## src/rtl/mix_bist_pkg.sv

```systemverilog
// ---------------------------------------------------------------------------
// mix_bist_pkg
// Shared types, widths and helpers for the mix core BIST sequencer.
// Contents:
//   bist_state_e  - sequencer states
//   CORE_IN_W / CORE_OUT_W - widths of the mix core stimulus / response
//   LFSR_W, LFSR_TAP_HI/LO - Fibonacci LFSR x^7+x^6+1 geometry
//   MISR_W, MISR_POLY      - 8-bit signature register geometry
//   lfsrNext()             - one LFSR step
// ---------------------------------------------------------------------------
package mix_bist_pkg;

    typedef enum logic [2:0] {
        IDLE,
        LOAD,
        APPLY,
        CAPTURE,
        COMPARE,
        DONE
    } bist_state_e;

    localparam int CORE_IN_W   = 7;
    localparam int CORE_OUT_W  = 3;

    localparam int LFSR_W      = 7;
    localparam int LFSR_TAP_HI = 6;
    localparam int LFSR_TAP_LO = 5;

    localparam int MISR_W      = 8;
    localparam logic [MISR_W-1:0] MISR_POLY = 8'h1D;

    // Shift left and feed back the XOR of the two top taps, which gives
    // the maximal-length (127-state) sequence 01,02,04,...,20,41,03,...
    function automatic logic [LFSR_W-1:0] lfsrNext(input logic [LFSR_W-1:0] l);
        return {l[LFSR_W-2:0], l[LFSR_TAP_HI] ^ l[LFSR_TAP_LO]};
    endfunction

endpackage

```

## src/rtl/mix_misr.sv

```systemverilog
// ---------------------------------------------------------------------------
// mix_misr
// 8-bit multiple-input signature register compacting the 3-bit mix core
// response. Clear has priority over enable.
// Ports:
//   clk      in   rising-edge clock
//   rst_n    in   synchronous active-low reset (signature -> 0)
//   clear    in   zero the signature at the next edge
//   enable   in   fold data_in into the signature at the next edge
//   data_in  in   [2:0] core response
//   sig      out  [7:0] current signature
// ---------------------------------------------------------------------------
module mix_misr
    import mix_bist_pkg::*;
(
    input  logic                  clk,
    input  logic                  rst_n,
    input  logic                  clear,
    input  logic                  enable,
    input  logic [CORE_OUT_W-1:0] data_in,
    output logic [MISR_W-1:0]     sig
);

    logic [MISR_W-1:0] sig_q;
    logic [MISR_W-1:0] sig_d;

    // Next signature: shift left, reduce by the polynomial when the MSB
    // falls off, then XOR the response into the low bits.
    always_comb begin
        sig_d = sig_q;
        if (clear) begin
            sig_d = '0;
        end else if (enable) begin
            sig_d = {sig_q[MISR_W-2:0], 1'b0}
                  ^ (sig_q[MISR_W-1] ? MISR_POLY : '0)
                  ^ {{(MISR_W-CORE_OUT_W){1'b0}}, data_in};
        end
    end

    // Signature storage with synchronous reset.
    always_ff @(posedge clk) begin
        if (!rst_n) begin
            sig_q <= '0;
        end else begin
            sig_q <= sig_d;
        end
    end

    assign sig = sig_q;

endmodule

```

## src/rtl/mix_bist_ctrl.sv

```systemverilog
// ---------------------------------------------------------------------------
// mix_bist_ctrl
// BIST sequencer for the 7-in/3-out mix core. Drives the core from an
// exhaustive counter or an LFSR, holds each pattern for SETTLE_CYC cycles,
// compacts the response into an 8-bit MISR and compares the final
// signature with GOLDEN_SIG.
// Ports:
//   clk            in   rising-edge clock
//   rst_n          in   synchronous active-low reset
//   start          in   begin a run (only looked at in IDLE)
//   abort          in   cancel a run from any state
//   mode           in   0 = exhaustive, 1 = LFSR; latched at start
//   core_in        out  [6:0] stimulus to the core
//   core_out       in   [2:0] response from the core
//   busy           out  high from LOAD through COMPARE
//   done           out  one-cycle pulse while in DONE
//   pass           out  signature matched GOLDEN_SIG (valid from done)
//   signature      out  [7:0] current MISR value
//   pattern_count  out  [7:0] patterns captured in this run
// ---------------------------------------------------------------------------
module mix_bist_ctrl
    import mix_bist_pkg::*;
#(
    parameter int                N_PATTERNS = 128,
    parameter int                SETTLE_CYC = 1,
    parameter logic [LFSR_W-1:0] LFSR_SEED  = 7'h01,
    parameter logic [MISR_W-1:0] GOLDEN_SIG = 8'h00
)(
    input  logic                  clk,
    input  logic                  rst_n,
    input  logic                  start,
    input  logic                  abort,
    input  logic                  mode,
    output logic [CORE_IN_W-1:0]  core_in,
    input  logic [CORE_OUT_W-1:0] core_out,
    output logic                  busy,
    output logic                  done,
    output logic                  pass,
    output logic [MISR_W-1:0]     signature,
    output logic [7:0]            pattern_count
);

    // An all-zero LFSR would lock up, so a zero seed is replaced by 01.
    localparam logic [LFSR_W-1:0] SEED_EFF    = (LFSR_SEED == '0) ? 7'h01 : LFSR_SEED;
    localparam logic [7:0]        LAST_COUNT  = 8'(N_PATTERNS);
    localparam logic [15:0]       SETTLE_LAST = 16'(SETTLE_CYC - 1);

    bist_state_e          state_q;
    logic                 mode_q;
    logic [LFSR_W-1:0]    lfsr_q;
    logic [7:0]           patCount_q;
    logic [15:0]          settleCnt_q;
    logic [CORE_IN_W-1:0] coreIn_q;
    logic                 busy_q;
    logic                 done_q;
    logic                 pass_q;

    logic                 startAccept;
    logic                 settleDone;
    logic                 captureEn;
    logic [CORE_IN_W-1:0] curPattern;
    logic [MISR_W-1:0]    sigVal;

    // Abort beats start in IDLE. A capture happens on the edge that leaves
    // the last settle cycle, i.e. the edge that enters CAPTURE, so the MISR
    // sees the response to the pattern that was held through APPLY.
    assign startAccept = (state_q == IDLE) && start && !abort;
    assign settleDone  = (settleCnt_q == SETTLE_LAST);
    assign captureEn   = (state_q == APPLY) && settleDone && !abort;

    // In exhaustive mode the capture count doubles as the pattern; its low
    // seven bits wrap naturally when more than 128 patterns are requested.
    assign curPattern  = mode_q ? lfsr_q : patCount_q[CORE_IN_W-1:0];

    mix_misr u_misr (
        .clk     (clk),
        .rst_n   (rst_n),
        .clear   (startAccept),
        .enable  (captureEn),
        .data_in (core_out),
        .sig     (sigVal)
    );

    // Sequencer. All outputs are registered here and change together with
    // the state: core_in is loaded on entry to APPLY and held through
    // CAPTURE, then zeroed for COMPARE/DONE. Abort drops straight to IDLE
    // from any active state while leaving the signature and count as they
    // were, so a teammate can inspect how far the run got.
    always_ff @(posedge clk) begin
        if (!rst_n) begin
            state_q     <= IDLE;
            mode_q      <= 1'b0;
            lfsr_q      <= SEED_EFF;
            patCount_q  <= '0;
            settleCnt_q <= '0;
            coreIn_q    <= '0;
            busy_q      <= 1'b0;
            done_q      <= 1'b0;
            pass_q      <= 1'b0;
        end else if (abort && (state_q != IDLE)) begin
            state_q     <= IDLE;
            settleCnt_q <= '0;
            coreIn_q    <= '0;
            busy_q      <= 1'b0;
            done_q      <= 1'b0;
            pass_q      <= 1'b0;
        end else begin
            case (state_q)
                IDLE: begin
                    if (startAccept) begin
                        state_q    <= LOAD;
                        mode_q     <= mode;
                        lfsr_q     <= SEED_EFF;
                        patCount_q <= '0;
                        busy_q     <= 1'b1;
                        pass_q     <= 1'b0;
                    end
                end
                LOAD: begin
                    state_q     <= APPLY;
                    coreIn_q    <= curPattern;
                    settleCnt_q <= '0;
                end
                APPLY: begin
                    if (settleDone) begin
                        state_q    <= CAPTURE;
                        patCount_q <= patCount_q + 8'd1;
                        lfsr_q     <= lfsrNext(lfsr_q);
                    end else begin
                        settleCnt_q <= settleCnt_q + 16'd1;
                    end
                end
                CAPTURE: begin
                    if (patCount_q == LAST_COUNT) begin
                        state_q  <= COMPARE;
                        coreIn_q <= '0;
                    end else begin
                        state_q     <= APPLY;
                        coreIn_q    <= curPattern;
                        settleCnt_q <= '0;
                    end
                end
                COMPARE: begin
                    state_q <= DONE;
                    busy_q  <= 1'b0;
                    done_q  <= 1'b1;
                    pass_q  <= (sigVal == GOLDEN_SIG);
                end
                DONE: begin
                    state_q <= IDLE;
                    done_q  <= 1'b0;
                end
                default: begin
                    state_q <= IDLE;
                end
            endcase
        end
    end

    assign core_in       = coreIn_q;
    assign busy          = busy_q;
    assign done          = done_q;
    assign pass          = pass_q;
    assign signature     = sigVal;
    assign pattern_count = patCount_q;

endmodule

```

## config.mk

```make
export PLATFORM = sky130hd
export DESIGN_NAME = mix_bist_ctrl
export DESIGN_NICKNAME = d
export VERILOG_FILES = /design/src/rtl/mix_bist_pkg.sv /design/src/rtl/mix_misr.sv /design/src/rtl/mix_bist_ctrl.sv
export SDC_FILE = /design/constraint.sdc
export NUM_CORES = 1
export LEC_CHECK = 0
export CORE_MARGIN = 1
export CORE_UTILIZATION = 30
export CTS_BUF_LIST = sky130_fd_sc_hd__clkbuf_8
export DETAILED_ROUTE_END_ITERATION = 10
export PLACE_DENSITY = 0.62
export SYNTH_ARGS = -nofsm -noshare
export SYNTH_HDL_FRONTEND = slang
export SYNTH_SLANG_ARGS = --single-unit
export TNS_END_PERCENT = 1
```

## constraint.sdc

```tcl
create_clock -name clk -period 2 [get_ports clk]
set_input_delay 0.2 -clock clk [delete_from_list [all_inputs] [get_ports clk]]
set_output_delay 0.2 -clock clk [all_outputs]
set_load 0.01 [all_outputs]
```

# Word-level counts from Yosys, hierarchy flattened
# Cells that the tools add are included.
[classes]
n_addsub = 2
n_eq_ne = 10
n_mux = 22
bitwise_logic = 5
n_reduce_logical = 22
[ops]
columns = ["cell", "n"]
rows = [
  ["$pmux 16 s3", 1],
  ["$mux 16", 2],
  ["$mux 7", 4],
  ["$pmux 7 s2", 2],
  ["$add 16x1->16 const B", 1],
  ["$logic_not 16->1", 1],
  ["$mux 8", 2],
  ["$pmux 8 s2", 1],
  ["$pmux 3 s5", 1],
  ["$mux 3", 3],
  ["$add 8x1->8 const B", 1],
  ["$eq 8x8->1 const B", 1],
  ["$logic_not 8->1", 1],
  ["$ne 2x2->1 const B", 4],
  ["$reduce_bool 2->1", 4],
  ["$xor 8x3->8", 1],
  ["$xor 8x8->8", 1],
  ["$eq 3x2->1 const B", 2],
  ["$eq 3x3->1 const B", 2],
  ["$pmux 1 s2", 3],
  ["$reduce_and 3->1", 2],
  ["$reduce_bool 3->1", 2],
  ["$logic_and 1x1->1", 5],
  ["$mux 5", 1],
  ["9 further kinds", 13],
]
[word_totals]
register_bits = 53
in_bits = 8
output_inout_bits = 26
word_cells = 71

# Depth between registers and ports, before layout
[depth]
ltp_word = 5
mapped_depth = 9
depth_no_buf = 7

# Hierarchy
# From an unflattened synthesis, not the netlist that was laid out.
[unflattened]
hier_cells = 319
area_unflattened_um2 = 2801.4
[modules_own_cells]
columns = ["mod", "instances", "cells_each", "area_per_inst_um2", "seq_area_each_um2"]
rows = [
  ["mix_bist_ctrl", 1, 286, 2456.1, 900.9],
  ["mix_misr", 1, 33, 345.3, 160.2],
]

# Worst setup path before layout
# Ideal clock, no wire load.
[synth_path]
path_type = "flip-flop to flip-flop"
startpoint = "reg patCount_q[0] (netlist: pattern_count[0])"
endpoint = "reg settleCnt_q[10]"
setup_time_ns = 0.117
arrival_ns = 1.826
required_time_ns = 1.883
slack_ns = 0.057
path_stages_with_launch = 10
n_path_buf = 3
synth_period_minus_slack_ns = 1.943
path_cell_list = "dfxtp_1 > inv_1 > ha_1 > and4b_1 > clkbuf_1 > a21oi_1 > or2_2 > buf_2 > buf_2 > nor2_1"
[synth_via]
elab_chain_len = 3
[synth_lines]
columns = ["item", "line_no", "source"]
rows = [
  ["from (decl)", "mix_bist_ctrl.sv:51", "logic [7:0] patCount_q;"],
  ["from (signal assigned)", "mix_bist_ctrl.sv:127", "patCount_q <= patCount_q + 8'd1;"],
  ["$eq 8x8->1", "mix_bist_ctrl.sv:134", "if (patCount_q == LAST_COUNT) begin"],
  ["$ne 2x2->1 (no source line)", "--", ""],
  ["$reduce_and 3->1 (no source line)", "--", ""],
  ["to (signal assigned)", "mix_bist_ctrl.sv:130", "settleCnt_q <= settleCnt_q + 16'd1;"],
  ["to (decl)", "mix_bist_ctrl.sv:52", "logic [15:0] settleCnt_q;"],
]
# No other way between the ends.
# A chain may end at the register's enable or synchronous reset.

# Final worst setup path
[layout_path]
startpoint = "reg settleCnt_q[1]"
endpoint = "reg state_q[0]"
[layout_via]
elab_chain_len = 3
[layout_lines]
columns = ["item", "line_no", "source"]
rows = [
  ["$logic_not 16->1", "mix_bist_ctrl.sv:68", "assign settleDone = (settleCnt_q == SETTLE_LAST);"],
  ["$ne 2x2->1 (no source line)", "--", ""],
  ["$reduce_and 2->1 (no source line)", "--", ""],
  ["to (signal assigned)", "mix_bist_ctrl.sv:91", "state_q <= IDLE;"],
  ["to (signal assigned)", "mix_bist_ctrl.sv:101", "state_q <= IDLE;"],
  ["to (signal assigned)", "mix_bist_ctrl.sv:111", "state_q <= LOAD;"],
  ["to (decl)", "mix_bist_ctrl.sv:48", "bist_state_e state_q;"],
]
# No other way between the ends.

==> results.md <==
* Clock transition at the register clock pins on the worst setup and hold paths after CTS at 100 ps
* Count of H-tree levels built during CTS at 2
* Number of core rows at 33
* Synth Register Bits at 53
* Number of cell instances on the worst register-to-register path at 6
* Total Routed Length at 5.79 mm
* Routed Antenna Nets at 0
* Number of global-route vias before repair at 1,949
* Number of flops mapped to enable cells by yosys at 0
* Time the final worst path needs with I/O delays and setup at 1880 ps
* Placed cells at between 400 and 500
* Final slew viol count at 0
* Antenna fix cells at 0
* Maximum fanout count along the critical path at 6
* Layout Skew at 11.9 ps
* Launching element type of the critical path: register
* Overall routing resource usage at 0.135
* Total of warnings raised by yosys at 0
* Run status: completed
* Width of the die at approximately 94 µm
* Mean number of vias per cell at approximately 5.0
* Maximum number of pins on one net before global-route repair at 18
* Number of failing hold endpoints at the final stage at 0
* Share of flip-flops with an asynchronous set or reset at 0
* Insertion delay to the later sink of the worst-skew pair at 310 ps
* Fin crit share at 0.941
* Sequential standard cell area at 1060 µm²
* Global-route wire length before repair at slightly above 9 mm
* Fraction of layout instances using a drive strength above 1 at 0.141
* Root buffer cell: clkbuf_8
* Reg-to-reg setup timing slack at roughly 120 ps
* Commonest cells after routing, fill and taps aside: dfxtp_1 (52), nor2_1 (38), clkdlybuf4s50_1 (33)
* Pre-antenna DRT Iters at 4
* Netlist area before placement at about 2500 µm²
* Unrepaired setup endpoints after global routing: yes
* Worst Hold Class: register to register
* Area enclosed by the die boundary at 8780 µm²
* Count of nets after finishing at 338
* Post-detail-place hpwl at 4.28 mm
* Leading cell type in the layout, fill and taps excluded: dfxtp_1
* Main flop type after synthesis: dfxtp_1
* Required time reported for the critical path endpoint at 2200 ps
* Worst Max-Slew Pin Slew at ~390 ps
* DP Worst Slack at 38.5 ps
* Hold Path Origin: busy
* Post-Synthesis Net Count at 290
* Maximum vdd ir drop at 0.365 mV
* Vias post-DR at between 2,000 and 2,500
* Sequential element share of the synthesized area at 0.420
* Initial Utilization at 0.309
* Maximum clock frequency at between 500 and 600 MHz
* Max-cap violations at 0
* Avg Synthesized Cell Area at 9.08 µm²
* Initial antenna violation count at 0
* Total core area at 8180 µm²
* Critical path data arrival time at 2080 ps
* Cell with the largest stage delay on the worst path: dfxtp_2
* Number of I/O pins at 34
* Number of remaining DRC errors at 0
* Gpl congestion at 0.775
* Critical register-to-register path startpoint: settleCnt_q[1]
* Hold buffer count at cts at 0
* Crit path capture type: register
* Longest individual stage delay on the worst path at 350 ps
* Area of combinational cells with multiple inputs at 1400 µm²
* Syn-to-layout area delta at 27.7%
* Critical-path cell list: inv_1 > ha_2 > nor4b_1 > nand4_1 > and2_4 > a2111oi_0
* Power density of the placed cells at 583 nW/µm²
* Setup violators final at 0
* Violation count after the first detailed-route iteration at 80
* Total overflow reported by the global router at 0
* Leakage power total at 1.21 nW
* Final cell count without fillers at 432
* Gate count of the mapped netlist at 278
* Total chip power at 1.88 mW
* Capture endpoint of the worst hold path: busy
* CTS tree: yes
* Number of buffers inserted during clock tree synthesis at 5
* Number of distinct library cells after synthesis at 47
* Number of buffers added on ports at 33
* Deepest clock path buffer count at 2
* Setup WS post-layout at 117 ps
* Critical setup path kind: register to register
* Number of clock sinks at 53
* Average routed wire per standard cell at 13.4 µm
* FF-to-FF End: state_q[0]
* Max-Slew Margin vs Limit at 0.741
* Filler instances at between 800 and 900
* Worst Hold Depth at 2
* Die Y at 93.7 µm
==> state kept, by name, indices dropped and copies added, names as in the netlist <==
register       flops
lfsr_q             7
mode_q             1
state_q            3
done               1
busy               1
pattern_count      8
settleCnt_q       16
core_in            7
u_misr.sig         8
pass               1
==> logic make-up (layout without fill, tap and decap cells) <==
family / after synthesis / in the layout / synth area share
AND/OR/NAND/NOR: 116 / 116 / 0.258
flip-flops: 53 / 53 / 0.420
AO/OA/AOI/OAI: 46 / 46 / 0.128
buffers and inverters: 22 / 71 / 0.0347
XOR/XNOR: 21 / 21 / 0.0729
multiplexers: 16 / 16 / 0.0664
adder cells (fa/ha/maj): 4 / 4 / 0.0198
==> how the worst max path moves through the flow <==
stage / startpoint / to / slack (ps) / depth (start not counted)
2_1_floorplan: pattern_count[0] / settleCnt_q[10] / 60 / 9
6_report: settleCnt_q[1] / state_q[0] / 120 / 6
3_3_place_gp: settleCnt_q[1] / pattern_count[0] / 110 / 7
5_1_grt: settleCnt_q[1] / pattern_count[4] / -30 / 7
3_5_place_dp: settleCnt_q[1] / pattern_count[4] / 40 / 7
4_1_cts: settleCnt_q[1] / pattern_count[4] / 20 / 7
==> power breakdown <==
group | switching [mW] | internal [mW] | leakage (nW) | total (mW)
registers | 0.0114 | 1.06 | 0.428 | 1.07
logic | 0.0779 | 0.0649 | 0.729 | 0.143
clock network | 0.375 | 0.288 | 0.0518 | 0.664
==> synth_stat cells, types with 2 or more instances <==
master	instances	share of area
dfxtp_1	53	0.42
nor2_1	38	0.057
xor2_1	19	0.066
nand2_1	13	0.019
nand3_1	13	0.026
mux2i_1	10	0.040
inv_1	9	0.013
a22oi_1	8	0.024
clkbuf_1	8	0.012
o21ai_0	8	0.016
a22o_1	7	0.024
nand4_1	7	0.017
a21oi_1	6	0.012
mux2_2	6	0.027
nand2b_1	5	0.012
nand3b_1	5	0.015
and2_1	4	0.0099
and3_1	4	0.0099
buf_2	4	0.0079
ha_1	4	0.020
nor3_1	4	0.0079
nor4_1	4	0.0099
a31oi_1	3	0.0074
o21bai_1	3	0.0089
or2_2	3	0.0074
a311oi_1	2	0.0069
and4_1	2	0.0069
nand4b_1	2	0.0069
nor2b_1	2	0.0050
nor4_4	2	0.017
nor4b_1	2	0.0069
o2111ai_1	2	0.0069
xnor2_1	2	0.0069
==> layer usage <==
metal / global-route usage / part of all wire / routed length, µm
met1: 0.163 / 0.45 / 2590
met2: 0.234 / 0.50 / 2900
met5: 0 / 0 / 0
met3: 0.0324 / 0.043 / 248
met4: 0.0423 / 0.0086 / 50
==> worst max-delay path, delay by kind of cell, from the launching register on <==
| kind | cells | cell delay (ps) |
|---|---|---|
| AO/OA/AOI/OAI | 1 | 350 |
| adder cells (fa/ha/maj) | 1 | 170 |
| buffers and inverters | 1 | 50 |
| AND/OR/NAND/NOR | 3 | 840 |
| flip-flops | 1 | 350 |
==> final cells by class <==
cell class | count | area share
Clock buffer | 6 | 0.0256
Clock inverter | 2 | 0.00543
Inverter | 9 | 0.0105
Multi-Input combinational cell | 203 | 0.433
Sequential cell | 53 | 0.330
Tap cell | 105 | 0.0408
Timing Repair Buffer | 54 | 0.155
==> repair_timing <==
action / CTS / global route
resized for setup: 0 / 6
endpoints found under the setup margin: 0 / 15
setup buffers: 0 / 2
==> metrics by stage <==
stage / setup TNS (ps) / util / instance area (µm²) / hold slack (ps)
after floorplan: 0 / - / 2520 / 366
after global placement: 0 / 0.378 / 3090 / 448
after detailed placement: 0 / 0.378 / 3090 / 450
after CTS: 0 / 0.390 / 3190 / 467
after global routing: -61.0 / 0.394 / 3220 / 502
final: 0 / 0.394 / 3220 / 465
Note: power is estimated with default switching activity, not from simulation.
